[src/rtl/core_if_ifu_pkg.sv]
// Shared widths, opcodes, buffer entry layout and the static branch predictor
// used by the instruction fetch unit.
package core_if_ifu_pkg;

  localparam int CORE_PC_WIDTH   = 32;
  localparam int CORE_INST_WIDTH = 32;

  localparam logic [6:0] OPC_JAL    = 7'b1101111;
  localparam logic [6:0] OPC_BRANCH = 7'b1100011;

  typedef struct packed {
    logic [CORE_PC_WIDTH-1:0]   pc;
    logic [CORE_INST_WIDTH-1:0] inst;
    logic                       predict;
  } ibuf_entry_t;

  typedef struct packed {
    logic                     taken;
    logic [CORE_PC_WIDTH-1:0] target;
  } predict_t;

  // JAL is always taken; conditional branches are taken only when backward.
  function automatic predict_t static_predict(input logic [CORE_INST_WIDTH-1:0] inst,
                                              input logic [CORE_PC_WIDTH-1:0]   pc);
    predict_t                 p;
    logic [CORE_PC_WIDTH-1:0] j_imm;
    logic [CORE_PC_WIDTH-1:0] b_imm;
    j_imm = {{12{inst[31]}}, inst[19:12], inst[20], inst[30:21], 1'b0};
    b_imm = {{20{inst[31]}}, inst[7], inst[30:25], inst[11:8], 1'b0};
    case (inst[6:0])
      OPC_JAL: begin
        p.taken  = 1'b1;
        p.target = pc + j_imm;
      end
      OPC_BRANCH: begin
        p.taken  = inst[31];
        p.target = pc + b_imm;
      end
      default: begin
        p.taken  = 1'b0;
        p.target = pc + 32'd4;
      end
    endcase
    return p;
  endfunction

endpackage

[src/rtl/core_if_ifu_if.sv]
// Instruction-memory fetch bus: the fetch unit is master, the memory is slave.
interface core_if_ifu_if;
  import core_if_ifu_pkg::*;

  logic                       o_ifetch_req_valid;
  logic                       i_ifetch_req_ready;
  logic [CORE_PC_WIDTH-1:0]   o_ifetch_req_addr;
  logic                       i_ifetch_rsp_valid;
  logic [CORE_INST_WIDTH-1:0] i_ifetch_rsp_inst;
  logic                       o_ifetch_rsp_ready;

  modport master (
    output o_ifetch_req_valid, o_ifetch_req_addr, o_ifetch_rsp_ready,
    input  i_ifetch_req_ready, i_ifetch_rsp_valid, i_ifetch_rsp_inst
  );

  modport slave (
    input  o_ifetch_req_valid, o_ifetch_req_addr, o_ifetch_rsp_ready,
    output i_ifetch_req_ready, i_ifetch_rsp_valid, i_ifetch_rsp_inst
  );

endinterface

[src/rtl/core_if_ibuf.sv]
// Circular instruction buffer with synchronous clear; a push into a full
// buffer is accepted when a pop happens in the same cycle.
module core_if_ibuf #(
  parameter int DEPTH = 2,
  parameter int WIDTH = 32
) (
  input  logic                         clk,
  input  logic                         rst,
  input  logic                         clr,
  input  logic                         push,
  input  logic [WIDTH-1:0]             push_data,
  input  logic                         pop,
  output logic [WIDTH-1:0]             head,
  output logic                         empty,
  output logic [$clog2(DEPTH+1)-1:0]   count
);

  localparam int            PW       = (DEPTH > 1) ? $clog2(DEPTH) : 1;
  localparam int            CW       = $clog2(DEPTH + 1);
  localparam logic [PW-1:0] LAST_PTR = PW'(DEPTH - 1);
  localparam logic [CW-1:0] FULL_CNT = CW'(DEPTH);

  logic [WIDTH-1:0] mem_r [DEPTH];
  logic [PW-1:0]    rd_ptr_r;
  logic [PW-1:0]    wr_ptr_r;
  logic [CW-1:0]    count_r;
  logic             do_pop_s;
  logic             do_push_s;

  function automatic logic [PW-1:0] ptr_inc(input logic [PW-1:0] p);
    return (p == LAST_PTR) ? {PW{1'b0}} : p + PW'(1'b1);
  endfunction

  assign do_pop_s  = pop & (count_r != {CW{1'b0}});
  assign do_push_s = push & ((count_r != FULL_CNT) | do_pop_s);
  assign head      = mem_r[rd_ptr_r];
  assign empty     = (count_r == {CW{1'b0}});
  assign count     = count_r;

  // Entry storage; contents are only meaningful below count_r, so no reset.
  always_ff @(posedge clk) begin
    if (do_push_s & ~clr) begin
      mem_r[wr_ptr_r] <= push_data;
    end
  end

  // Pointer and occupancy tracking.
  always_ff @(posedge clk or posedge rst) begin
    if (rst) begin
      rd_ptr_r <= {PW{1'b0}};
      wr_ptr_r <= {PW{1'b0}};
      count_r  <= {CW{1'b0}};
    end else if (clr) begin
      rd_ptr_r <= {PW{1'b0}};
      wr_ptr_r <= {PW{1'b0}};
      count_r  <= {CW{1'b0}};
    end else begin
      if (do_push_s) begin
        wr_ptr_r <= ptr_inc(wr_ptr_r);
      end
      if (do_pop_s) begin
        rd_ptr_r <= ptr_inc(rd_ptr_r);
      end
      count_r <= count_r + CW'(do_push_s) - CW'(do_pop_s);
    end
  end

endmodule

[src/rtl/core_if_ifu.sv]
// Instruction fetch unit: issues in-order fetches, statically predicts
// branches at enqueue, and discards responses from abandoned paths.
module core_if_ifu
  import core_if_ifu_pkg::*;
#(
  parameter logic [CORE_PC_WIDTH-1:0] RESET_PC  = 32'h8000_0000,
  parameter int                       BUF_DEPTH = 2
) (
  input  logic                       clk,
  input  logic                       rst,
  core_if_ifu_if.master              ifetch,
  output logic                       valid_out,
  input  logic                       ready_out,
  output logic [CORE_PC_WIDTH-1:0]   o_pc,
  output logic [CORE_INST_WIDTH-1:0] o_inst,
  output logic                       o_branch_predict,
  input  logic                       i_pipe_flush_req,
  input  logic [CORE_PC_WIDTH-1:0]   i_flush_pc
);

  localparam int          CW      = $clog2(BUF_DEPTH + 1);
  localparam logic [CW:0] DEPTH_C = (CW+1)'(BUF_DEPTH);

  logic [CORE_PC_WIDTH-1:0] pc_r;
  logic [CORE_PC_WIDTH-1:0] tag_r;
  logic [CORE_PC_WIDTH-1:0] pc_nxt_s;
  logic [CORE_PC_WIDTH-1:0] tag_nxt_s;
  logic [CW-1:0]            outstanding_r;
  logic [CW-1:0]            discard_r;
  logic [CW-1:0]            outstanding_nxt_s;
  logic [CW-1:0]            discard_nxt_s;
  logic [CW-1:0]            buf_count_s;
  logic [CW:0]              inflight_s;
  logic                     req_fire_s;
  logic                     rsp_fire_s;
  logic                     rsp_take_s;
  logic                     redirect_s;
  logic                     buf_empty_s;
  predict_t                 pred_s;
  ibuf_entry_t              enq_entry_s;
  ibuf_entry_t              head_entry_s;

  // Requests in flight plus buffered entries never exceed the buffer depth,
  // which is what makes an unthrottled response path safe.
  assign inflight_s                = {1'b0, outstanding_r} + {1'b0, buf_count_s};
  assign ifetch.o_ifetch_req_valid = ~rst & (inflight_s < DEPTH_C);
  assign ifetch.o_ifetch_req_addr  = pc_r;
  assign ifetch.o_ifetch_rsp_ready = 1'b1;

  assign req_fire_s        = ifetch.o_ifetch_req_valid & ifetch.i_ifetch_req_ready;
  assign rsp_fire_s        = ifetch.i_ifetch_rsp_valid;
  assign rsp_take_s        = rsp_fire_s & (discard_r == {CW{1'b0}}) & ~i_pipe_flush_req;
  assign outstanding_nxt_s = outstanding_r + CW'(req_fire_s) - CW'(rsp_fire_s);

  assign pred_s      = static_predict(ifetch.i_ifetch_rsp_inst, tag_r);
  assign redirect_s  = rsp_take_s & pred_s.taken;
  assign enq_entry_s = {tag_r, ifetch.i_ifetch_rsp_inst, pred_s.taken};

  // Next fetch PC, response tag and discard count; flush outranks prediction.
  always_comb begin
    pc_nxt_s      = pc_r;
    tag_nxt_s     = tag_r;
    discard_nxt_s = discard_r;
    if (i_pipe_flush_req) begin
      pc_nxt_s      = i_flush_pc;
      tag_nxt_s     = i_flush_pc;
      discard_nxt_s = outstanding_nxt_s;
    end else if (redirect_s) begin
      pc_nxt_s      = pred_s.target;
      tag_nxt_s     = pred_s.target;
      discard_nxt_s = outstanding_nxt_s;
    end else begin
      pc_nxt_s      = req_fire_s ? (pc_r + 32'd4) : pc_r;
      tag_nxt_s     = rsp_take_s ? (tag_r + 32'd4) : tag_r;
      discard_nxt_s = (rsp_fire_s && (discard_r != {CW{1'b0}})) ?
                      (discard_r - CW'(1'b1)) : discard_r;
    end
  end

  // Fetch state registers.
  always_ff @(posedge clk or posedge rst) begin
    if (rst) begin
      pc_r          <= RESET_PC;
      tag_r         <= RESET_PC;
      outstanding_r <= {CW{1'b0}};
      discard_r     <= {CW{1'b0}};
    end else begin
      pc_r          <= pc_nxt_s;
      tag_r         <= tag_nxt_s;
      outstanding_r <= outstanding_nxt_s;
      discard_r     <= discard_nxt_s;
    end
  end

  core_if_ibuf #(
    .DEPTH (BUF_DEPTH),
    .WIDTH ($bits(ibuf_entry_t))
  ) u_ibuf (
    .clk       (clk),
    .rst       (rst),
    .clr       (i_pipe_flush_req),
    .push      (rsp_take_s),
    .push_data (enq_entry_s),
    .pop       (valid_out & ready_out),
    .head      (head_entry_s),
    .empty     (buf_empty_s),
    .count     (buf_count_s)
  );

  assign valid_out        = ~buf_empty_s & ~i_pipe_flush_req;
  assign o_pc             = head_entry_s.pc;
  assign o_inst           = head_entry_s.inst;
  assign o_branch_predict = head_entry_s.predict;

endmodule

[src/flat_wrapper.sv]
// flat-port wrapper written by rule: the top's interface ports become plain ports
module core_if_ifu_flat import core_if_ifu_pkg::*;
#(
  parameter logic [CORE_PC_WIDTH-1:0] RESET_PC  = 32'h8000_0000,
  parameter int                       BUF_DEPTH = 2
)
  (clk, rst, valid_out, ready_out, o_pc, o_inst, o_branch_predict, i_pipe_flush_req, i_flush_pc, ifetch_o_ifetch_req_valid, ifetch_o_ifetch_req_addr, ifetch_o_ifetch_rsp_ready, ifetch_i_ifetch_req_ready, ifetch_i_ifetch_rsp_valid, ifetch_i_ifetch_rsp_inst);
  core_if_ifu_if ifetch_i ();
  input  logic clk;
  input  logic rst;
  output logic valid_out;
  input  logic ready_out;
  output logic [CORE_PC_WIDTH-1:0] o_pc;
  output logic [CORE_INST_WIDTH-1:0] o_inst;
  output logic o_branch_predict;
  input  logic i_pipe_flush_req;
  input  logic [CORE_PC_WIDTH-1:0] i_flush_pc;
  output wire logic [$bits(ifetch_i.o_ifetch_req_valid)-1:0] ifetch_o_ifetch_req_valid;
  output wire logic [$bits(ifetch_i.o_ifetch_req_addr)-1:0] ifetch_o_ifetch_req_addr;
  output wire logic [$bits(ifetch_i.o_ifetch_rsp_ready)-1:0] ifetch_o_ifetch_rsp_ready;
  input wire logic [$bits(ifetch_i.i_ifetch_req_ready)-1:0] ifetch_i_ifetch_req_ready;
  input wire logic [$bits(ifetch_i.i_ifetch_rsp_valid)-1:0] ifetch_i_ifetch_rsp_valid;
  input wire logic [$bits(ifetch_i.i_ifetch_rsp_inst)-1:0] ifetch_i_ifetch_rsp_inst;
  assign ifetch_o_ifetch_req_valid = ifetch_i.o_ifetch_req_valid;
  assign ifetch_o_ifetch_req_addr = ifetch_i.o_ifetch_req_addr;
  assign ifetch_o_ifetch_rsp_ready = ifetch_i.o_ifetch_rsp_ready;
  assign ifetch_i.i_ifetch_req_ready = ifetch_i_ifetch_req_ready;
  assign ifetch_i.i_ifetch_rsp_valid = ifetch_i_ifetch_rsp_valid;
  assign ifetch_i.i_ifetch_rsp_inst = ifetch_i_ifetch_rsp_inst;
  core_if_ifu #(.RESET_PC(RESET_PC), .BUF_DEPTH(BUF_DEPTH)) u_core (.clk(clk), .rst(rst), .ifetch(ifetch_i), .valid_out(valid_out), .ready_out(ready_out), .o_pc(o_pc), .o_inst(o_inst), .o_branch_predict(o_branch_predict), .i_pipe_flush_req(i_pipe_flush_req), .i_flush_pc(i_flush_pc));
endmodule
[config.mk]
export PLATFORM = sky130hd
export DESIGN_NAME = core_if_ifu_flat
export DESIGN_NICKNAME = d
export VERILOG_FILES = /design/src/rtl/core_if_ifu_pkg.sv /design/src/rtl/core_if_ifu_if.sv /design/src/rtl/core_if_ibuf.sv /design/src/rtl/core_if_ifu.sv /design/src/flat_wrapper.sv
export SDC_FILE = /design/constraint.sdc
export NUM_CORES = 1
export LEC_CHECK = 0
export CORE_UTILIZATION = 55
export CTS_CLUSTER_SIZE = 25
export DETAILED_ROUTE_END_ITERATION = 7
export PLACE_DENSITY = 0.93
export SETUP_SLACK_MARGIN = 0.15
export SLEW_MARGIN = 20
export SYNTH_ARGS = -nofsm -noshare
export SYNTH_HDL_FRONTEND = slang
export SYNTH_SLANG_ARGS = --single-unit
[constraint.sdc]
create_clock -name clk -period 5.6 [get_ports clk]
set_input_delay 1.12 -clock clk [delete_from_list [all_inputs] [get_ports clk]]
set_output_delay 1.12 -clock clk [all_outputs]
set_load 0.02 [all_outputs]
==> flow_metrics.py <==
metrics = {
    "cells_and_area": {
        "final_area_mm2": 0.0139,
        "drive_gt1_frac": 0.110,
        "diodes": 0,
        "area_growth_pct": 23.5,
        "nets": 1345,
        "fin_util": 0.704,
    },
    "sta": {
        "fin_crit_sh": 0.866,
        "worstMarginPinSlew_ps": 887,
        "fin_skew_ps": 8.25,
        "clock.fmax_ghz": 0.206,
        "setup_viol": 0,
        "period_needed_ps": 4850,
        "setup_tns_ps": 0,
        "slew_headroom": 0.402,
        "final-hold-violation-count": 0,
        "slew_viol_final": 0,
        "rsz0062_at_grt": "false",
        "whs_ps": 472,
    },
    "synth": {
        "synth_ff_type": "edfxtp_1",
        "synth_area_leaders": "edfxtp_1 (35%), dfrtp_1 (16%), mux2_2 (7.2%)",
        "ys_seq_elements": 202,
        "synth_nets": 1185,
        "yosysWarnings": 0,
        "synth-edff-count": 130,
        "yosysTopAreaCell": "edfxtp_1",
        "syn_inst": 1073,
        "ys_types": 73,
        "synthesis.area_mm2": 0.0112,
        "synth_top_area_share": 0.347,
        "synthArstFlopShare": 0.356,
        "synth_area_per_cell_um2": 10.5,
        "ys_seq_area_frac": 0.508,
    },
    "job": {
        "maxCapViolCount": 0,
    },
    "placed_design": {
        "gp_congestion": 0.916,
        "numPortBuffers": 168,
        "hpwl_um": 21900,
        "dpl_cell_area_mm2": 0.0132,
    },
    "cts": {
        "insertion_delay_ps": 490,
        "root_buffer": "clkbuf_16",
        "cts_sinks": 202,
        "clk_pin_slew_ps": 60,
        "cts_made_buffers": 21,
        "cts_tree": "built",
        "htreeDepth": 1,
        "post_cts_buffers": 0,
        "cts_resized": 0,
        "ctsHoldBuffers": 0,
        "clockBufferDepth": 3,
    },
    "grt": {
        "met1_usage": 0.418,
        "grt_busiest_layer": "met2",
        "gr-usage-met3": 0.0462,
        "overflow": 0,
        "grt_max_degree": 66,
        "grt_pass1_wl_um": 49400,
        "grt_antenna_before_repair": 0,
        "grt_usage": 0.294,
        "globalRouteMet2Util": 0.455,
        "grt_pass1_vias": 9236,
    },
    "drt": {
        "vias_per_cell": 6.30,
        "avgRoutedWirePerCell_um": 20.6,
        "drt-total-wl_um": 31100,
        "antenna_left": 0,
        "first_iter_violations": 1453,
        "vias": 9510,
        "dr.pass1.iters": 6,
        "drc": 0,
    },
    "die": {
        "die_area_mm2": 0.0210,
        "start_util": 0.570,
        "coreArea_mm2": 0.0197,
        "die_w_um": 145,
        "rows": 51,
        "die_h_um": 145,
        "pin_count": 170,
    },
    "power_and_ir_drop": {
        "leakage_nw": 5.29,
        "ir_worst_vdd_mv": 0.177,
        "power.total_mw": 5.29,
        "power.density_mw_per_mm2": 381,
    },
    "hold_path": {
        "hold_path_class": "register to register",
    },
    "critical_path": {
        "max_stage_delay_ps": 540,
        "r2r_slack_ps": 2240,
        "start_kind": "input pin",
        "cp-end-kind": "register",
        "cp_max_fo": 14,
        "cp_data_arrival_time_ps": 5200,
        "worstPathRequired_ps": 5950,
        "crit_type": "input pin to register",
        "critPathBufInv": 2,
        "worstPathCellList": "clkdlybuf4s50_1 > and4b_1 > nand3_1 > buf_4 > mux2_2 > ha_1 > a21oi_1 > o211ai_1 > and2_4 > a221o_2 > a211oi_4 > nor3_1 > nor3_1 > a21oi_1 > a2bb2oi_1",
        "cpMaxStageDelayCell": "nor3_1",
        "path_delay_family": "compound AO/OA/AOI/OAI gates",
    },
    "status": {
        "status": "finished clean",
    },
}
final cells by class:
cell class	instances	area, µm²
Clock inverter	8	143
Multi-Input combinational cell	797	5260
Sequential cell	202	5710
Inverter	27	101
Clock buffer	27	548
Fill cell	1385	5830
Tap cell	265	332
Timing Repair Buffer	184	1790
path summary, 6_finish.rpt:
check / from / cells after the start / end
setup / recovery: ifetch_i_ifetch_rsp_inst[4] / 15 / u_core.ifetch.o_ifetch_req_addr[30]
hold / removal: u_core.tag_r[0] / 0 / u_core.u_ibuf.mem_r[1][33]
setup reg to reg: u_core.tag_r[23] / 10 / u_core.ifetch.o_ifetch_req_addr[30]
hold reg to reg: u_core.tag_r[0] / 0 / u_core.u_ibuf.mem_r[1][33]
max in group asynchronous: rst / 3 / u_core.tag_r[28]
min in group asynchronous: rst / 2 / u_core.u_ibuf.count[1]
state kept, by name, indices dropped and copies added (netlist names):
signal	count
u_core.u_ibuf.mem_r	130
u_core.ifetch.o_ifetch_req_addr	32
u_core.tag_r	32
u_core.discard_r	2
u_core.outstanding_r	2
u_core.u_ibuf.count	2
u_core.u_ibuf.rd_ptr_r	1
u_core.u_ibuf.wr_ptr_r	1
report_power, final:
part | internal (mW) | total, mW | switching, mW
clock | 0.873 | 1.44 | 0.566
combinational | 0.789 | 1.79 | 0.997
sequential | 1.82 | 2.06 | 0.244
total | 3.48 | 5.29 | 1.81
worst reg2reg max path, delay by kind of cell, from the launching register on:
kind	cells	cell delay, ps
compound gates	7	1480
simple gates	2	740
flops	1	600
fa+ha+maj	1	400
stage by stage:
stage	setup WS, ps	std cells
detailed placement	357	1474
global route	578	1510
floorplan	717	1073
finish	751	1510
CTS	840	1509
global placement	509	1474
placed cells by master, fill, tap and decap left out, drive strengths merged, types with 5 or more instances in the layout:
cell type,count
nand4,13
clkbuf,27
nand2b,7
clkdlybuf4s50,167
a2bb2oi,8
a21oi,88
nand3,33
nand2,114
and4,5
a21o,28
ha,40
and2,11
a22o,5
a211oi,7
dfrtp,70
buf,17
o21a,13
nor2,80
o21ai,90
xor2,11
o211ai,5
a22oi,8
xnor2,29
mux2,72
nor3,16
o31ai,9
or3,7
a31oi,19
inv,27
edfxtp,130
and3,13
cell families (layout without fill, tap and decap cells):
family          after synthesis  in the layout  synth area share
mux                          75             75            0.0748
buf+inv                      74            246            0.0255
simple gates                318            318             0.132
compound gates              321            321             0.181
flops                       202            202             0.508
xor+xnor                     40             40            0.0312
fa+ha+maj                    42             42            0.0481
other cells                   1              1          0.000334
cell usage after synthesis, drive strengths merged (13+ instances only):
master / number
edfxtp: 130
nand2: 114
o21ai: 90
a21oi: 88
nor2: 80
mux2: 72
dfrtp: 70
ha: 40
clkbuf: 37
nand3: 33
xnor2: 29
a21o: 28
inv: 27
a31oi: 19
nor3: 16
and3: 13
nand4: 13
o21a: 13
layer usage:
layer	wire length (µm)	vias to the layer above
li1	-	4314
met1	12900	4530
met2	13900	584
met3	3270	82
met4	928	0
met5	0	-
No activity file was read; power rests on OpenSTA's default activity.
